### src/rtl/common_pkg.sv
// Shared types and constants for the bus timing blocks: CPU speed encoding,
// the minimum slot length, and the speed clamp used by RTL and models alike.
package common_pkg;

   localparam int SYS_CLOCK_MHZ   = 64;
   localparam int MIN_SLOT_CYCLES = 4;

   typedef enum logic [1:0] {
      CPU_1MHZ = 2'd0,
      CPU_2MHZ = 2'd1,
      CPU_4MHZ = 2'd2,
      CPU_8MHZ = 2'd3
   } cpu_speed_t;

   // Fastest speed not above the request whose slot still spans MIN_SLOT_CYCLES.
   function automatic cpu_speed_t clamp_speed(input cpu_speed_t speed,
                                              input int sys_mhz,
                                              input int slots);
      cpu_speed_t best;
      best = CPU_1MHZ;
      for (int s = 0; s < 4; s++) begin
         if ((s <= int'(speed)) && (((sys_mhz >> s) / slots) >= MIN_SLOT_CYCLES))
            best = cpu_speed_t'(s[1:0]);
      end
      return best;
   endfunction

endpackage

### src/rtl/bus_slot_timing.sv
// Divides the system clock into bus periods of NUM_SLOTS equal slots, with
// slot strobes, CPU phi2 and a stallable CPU clock enable at selectable speed.
module bus_slot_timing #(
   parameter int SYS_CLOCK_MHZ = common_pkg::SYS_CLOCK_MHZ,
   parameter int NUM_SLOTS     = 2,
   localparam int SLOT_W       = (NUM_SLOTS > 1) ? $clog2(NUM_SLOTS) : 1
) (
   input  logic              clock_i,
   input  logic              reset_i,
   input  logic [1:0]        speed_i,
   input  logic              stall_i,
   output logic [SLOT_W-1:0] slot_o,
   output logic              slot_start_o,
   output logic              slot_end_o,
   output logic              phi2_o,
   output logic              cpu_en_o,
   output logic [1:0]        speed_o
);
   import common_pkg::*;

   localparam int SYS_LOG2   = $clog2(SYS_CLOCK_MHZ);
   localparam int SLOTS_LOG2 = $clog2(NUM_SLOTS);
   localparam int CNT_W      = SYS_LOG2;

   if ((SYS_CLOCK_MHZ < 32) || ((SYS_CLOCK_MHZ & (SYS_CLOCK_MHZ - 1)) != 0)) begin : g_bad_sys
      $error("SYS_CLOCK_MHZ must be a power of two and at least 32");
   end
   if ((NUM_SLOTS < 1) || (NUM_SLOTS > 4) || ((NUM_SLOTS & (NUM_SLOTS - 1)) != 0)) begin : g_bad_slots
      $error("NUM_SLOTS must be 1, 2 or 4");
   end
   if ((SYS_CLOCK_MHZ / NUM_SLOTS) < MIN_SLOT_CYCLES) begin : g_bad_slot_len
      $error("slot at 1 MHz is shorter than MIN_SLOT_CYCLES");
   end

   logic [CNT_W-1:0]  cnt_q, cnt_d;
   cpu_speed_t        speed_q, speed_d;
   logic [CNT_W-1:0]  period_last;
   logic [CNT_W-1:0]  slot_mask;
   logic [CNT_W-1:0]  offset;
   logic [SLOT_W-1:0] slot_idx;
   logic              is_last;

   // All lengths are powers of two, so slot index and offset are shifts and masks.
   always_comb begin
      period_last = CNT_W'((SYS_CLOCK_MHZ >> int'(speed_q)) - 1);
      slot_mask   = CNT_W'((SYS_CLOCK_MHZ >> (int'(speed_q) + SLOTS_LOG2)) - 1);
      offset      = cnt_q & slot_mask;
      slot_idx    = SLOT_W'(cnt_q >> (SYS_LOG2 - SLOTS_LOG2 - int'(speed_q)));
      is_last     = (cnt_q == period_last);

      cnt_d   = is_last ? '0 : cnt_q + 1'b1;
      speed_d = is_last ? clamp_speed(cpu_speed_t'(speed_i), SYS_CLOCK_MHZ, NUM_SLOTS)
                        : speed_q;

      slot_o       = '0;
      slot_start_o = 1'b0;
      slot_end_o   = 1'b0;
      phi2_o       = 1'b0;
      cpu_en_o     = 1'b0;
      speed_o      = 2'd0;
      if (!reset_i) begin
         slot_o       = slot_idx;
         slot_start_o = (offset == '0);
         slot_end_o   = (offset == slot_mask);
         phi2_o       = (slot_idx == '0) && (offset > (slot_mask >> 1));
         cpu_en_o     = (slot_idx == '0) && (offset == slot_mask) && !stall_i;
         speed_o      = speed_q;
      end
   end

   always_ff @(posedge clock_i) begin
      if (reset_i) begin
         cnt_q   <= '0;
         speed_q <= CPU_1MHZ;
      end else begin
         cnt_q   <= cnt_d;
         speed_q <= speed_d;
      end
   end

endmodule

### config.mk
export PLATFORM = sky130hd
export DESIGN_NAME = bus_slot_timing
export DESIGN_NICKNAME = d
export VERILOG_FILES = /design/src/rtl/common_pkg.sv /design/src/rtl/bus_slot_timing.sv
export SDC_FILE = /design/constraint.sdc
export NUM_CORES = 1
export LEC_CHECK = 0
export CAP_MARGIN = 0
export CORE_MARGIN = 2
export CORE_UTILIZATION = 36
export DETAILED_ROUTE_END_ITERATION = 8
export DONT_BUFFER_PORTS = 1
export PLACE_DENSITY = 0.57
export SYNTH_ARGS = -nofsm -noshare
export SYNTH_HDL_FRONTEND = slang
export SYNTH_SLANG_ARGS = --single-unit
### constraint.sdc
create_clock -name clock_i -period 2.25 [get_ports clock_i]
set_clock_uncertainty 0.2 [all_clocks]
set_input_delay 0.1125 -clock clock_i [delete_from_list [all_inputs] [get_ports clock_i]]
set_output_delay 0.1125 -clock clock_i [all_outputs]
set_load 0.02 [all_outputs]
==> reports/metrics.yaml <==
status:
  outcome: "finished clean"
finish:
  nFillCells: 174
  area_delta_synth_final_pct: 16.97
  antennaDiodeCount: 0
  nNetsFinal: 90
  drive_gt1_share_pct: 23.08
setup_path:
  cp.arrival_ps: 1770
  critPathCaptureType: "primary output"
  path_class: "reg -> out"
  critPathLaunchType: "register"
  cp_data_required_time_ps: 1940
  cp_max_fo: 7
placement:
  preCtsSetupSlack_ps: 325.7
  globalplace.congestion: 0.7473
  portBuffers: 0
  dp_hpwl_um: 920.6
die:
  fp.dieW_um: 45.23
  die_h_um: 45.23
  die_area_um2: 2045
  initial_utilization_pct: 39.69
  ios: 12
  core_um2: 1541
  rows: 14
logic_synthesis:
  ys_warn_count: 0
  avgSynthCellArea_um2: 8.617
  synth_cell_type_count: 34
  seq_area_frac_synth_pct: 26.18
  ys_seq_elements: 8
  netlist_instances: 71
  syn_area_um2: 611.8
  syn-num-nets: 81
power:
  p_leak_uw: 0.0003062
  peakVddDrop_mv: 0.2350
  power_density_nw_per_um2: 404.8
detailed_routing:
  drtIter0Drc: 2
  vias: 535
  routed_wl_um: 1271
  drc_errors: 0
  wl_per_cell_um: 13.52
  via_per_inst: 5.691
  drtPass1Iterations: 4
  ant_nets: 0
timing:
  final_hold_viol_count: 0
  tns_ps: 0
  slew_violations: 0
  fin_crit_sh_pct: 92.57
  rsz0062_at_grt: "false"
  postLayoutSetupSlackWorst_ps: 167.1
  relSlewSlack_pct: 66.42
  min_period_ps: 2083
  max_clock_freq_ghz: 0.4801
  setup_viol: 0
  worstMarginPinSlew_ps: 498.4
clock_network:
  cts_buffers: 3
  cts_num_sinks: 8
  clockRootBuffer: "clkbuf_4"
  htreeDepth: 1
  clk_latency_ps: 250
  clkTransAtPathRegs_ps: 50
  cts_tree: "built"
  clk_path_buf_depth: 2
global_route:
  grt_first_pass_wirelength_um: 2166
  track_usage_pct: 14.92
  grt_start_max_net_pins: 10
  grt_overflow: 0
  grt_antenna_before_repair: 0
  grt_pass1_vias: 497
min_path:
  hold_class: "in -> reg"
run:
  drv_cap: 0
==> synthesized netlist by cell type <==
cell / n / share of area [%]
nor2_1: 9 / 5.5
dfxtp_1: 8 / 26
nor2b_1: 6 / 6.1
ha_1: 5 / 10
inv_1: 4 / 2.5
o21ai_0: 4 / 3.3
xnor2_1: 3 / 4.3
and2_1: 2 / 2.0
buf_4: 2 / 2.5
nand2_1: 2 / 1.2
nand3_1: 2 / 1.6
xor2_1: 2 / 2.9
a211oi_1: 1 / 1.2
a21boi_1: 1 / 1.2
a21oi_1: 1 / 0.82
a22oi_1: 1 / 1.2
and3_1: 1 / 1.0
and3b_1: 1 / 1.4
buf_2: 1 / 0.82
buf_6: 1 / 1.8
clkbuf_1: 1 / 0.61
mux2_4: 1 / 2.5
mux4_1: 1 / 4.3
nand4_1: 1 / 1.0
nor3_1: 1 / 0.82
nor3b_2: 1 / 2.0
nor4b_1: 1 / 1.4
o2111a_1: 1 / 1.8
o211ai_1: 1 / 1.2
o21a_1: 1 / 1.2
o21bai_1: 1 / 1.2
o22a_1: 1 / 1.4
or2_2: 1 / 1.0
or2_4: 1 / 1.4
==> report_power, final <==
group          internal (uW)  total, uW  switching (uW)
Sequential               146        152            5.07
Clock                   60.8        106            45.0
Combinational           15.2       32.4            17.2
==> critical path: stages, from the launching register on <==
cell and delay [ps]:
dfxtp_2 350, or2_2 340, ha_4 250, nand4_1 70
o21ai_0 80, o22a_1 170, nor3_2 100, buf_4 160
==> logic make-up after synthesis <==
group | after synthesis | synth area share, %
xor+xnor | 5 | 7.159
flops | 8 | 26.18
compound gates | 13 | 14.73
mux | 2 | 6.749
fa+ha+maj | 5 | 10.22
simple gates | 29 | 26.79
buf+inv | 9 | 8.177
==> registers in the layout, summed over array words and instances (netlist names) <==
| signal | count |
|---|---|
| speed_q | 2 |
| cnt_q | 6 |
==> layer usage <==
layer | wire length, um | vias up | global-route usage [%] | share of wire [%]
li1 | - | 259 | - | -
met4 | 13 | 0 | 7.059 | 1.0
met3 | 69 | 2 | 4.800 | 5.4
met5 | 0 | - | 0 | 0
met1 | 586 | 257 | 20.59 | 46
met2 | 602 | 17 | 20.86 | 47
==> cell type report <==
| type | instances | area [um2] | share of cell area (%) |
|---|---|---|---|
| clock buffer | 3 | 22.52 | 3.147 |
| inverter | 4 | 15.01 | 2.098 |
| multi-input combinational | 54 | 419.2 | 58.57 |
| sequential | 8 | 163.9 | 22.90 |
| tap | 16 | 20.02 | 2.797 |
| timing repair buffer | 9 | 75.07 | 10.49 |
==> path summary, 6_finish.rpt <==
| check | startpoint | to | slack, ps | depth (start not counted) |
|---|---|---|---|---|
| setup / recovery | speed_q[0] | phi2_o | 170 | 7 |
| hold / removal | reset_i | speed_q[1] | 80 | 2 |
| setup reg to reg | cnt_q[0] | speed_q[1] | 510 | 4 |
| hold reg to reg | cnt_q[0] | cnt_q[0] | 290 | 1 |
==> cells in the final DEF, fill, tap and decap left out, types with 3 or more instances in the layout <==
cell           netlist  layout
dfxtp_1              8       5
clkbuf_4             0       3
inv_1                4       4
dlygate4sd3_1        0       3
xnor2_1              3       3
ha_1                 5       4
dfxtp_2              0       3
buf_4                2       6
nor2_1               9       9
o21ai_0              4       4
nor2b_1              6       6
==> through the flow <==
stage / area [um2] / instances / util, % / power [uW] / hold slack, ps
floorplan: 611.8 / 71 / - / 175.4 / -15.12
global placement: 641.9 / 88 / 41.64 / 181.5 / -14.39
detailed placement: 641.9 / 88 / 41.64 / 181.6 / -9.069
CTS: 694.4 / 94 / 45.05 / 295.2 / 74.37
global route: 715.7 / 94 / 46.43 / 309.7 / 69.09
finish: 715.7 / 94 / 46.43 / 289.7 / 75.81
==> repair_timing <==
action,in CTS,in global routing
gates resized for setup,0,5
endpoints found under the setup margin,0,1
hold endpoints to repair,4,0
hold buffers,3,0
setup buffers,0,0
(Power assumes the default switching activity.)
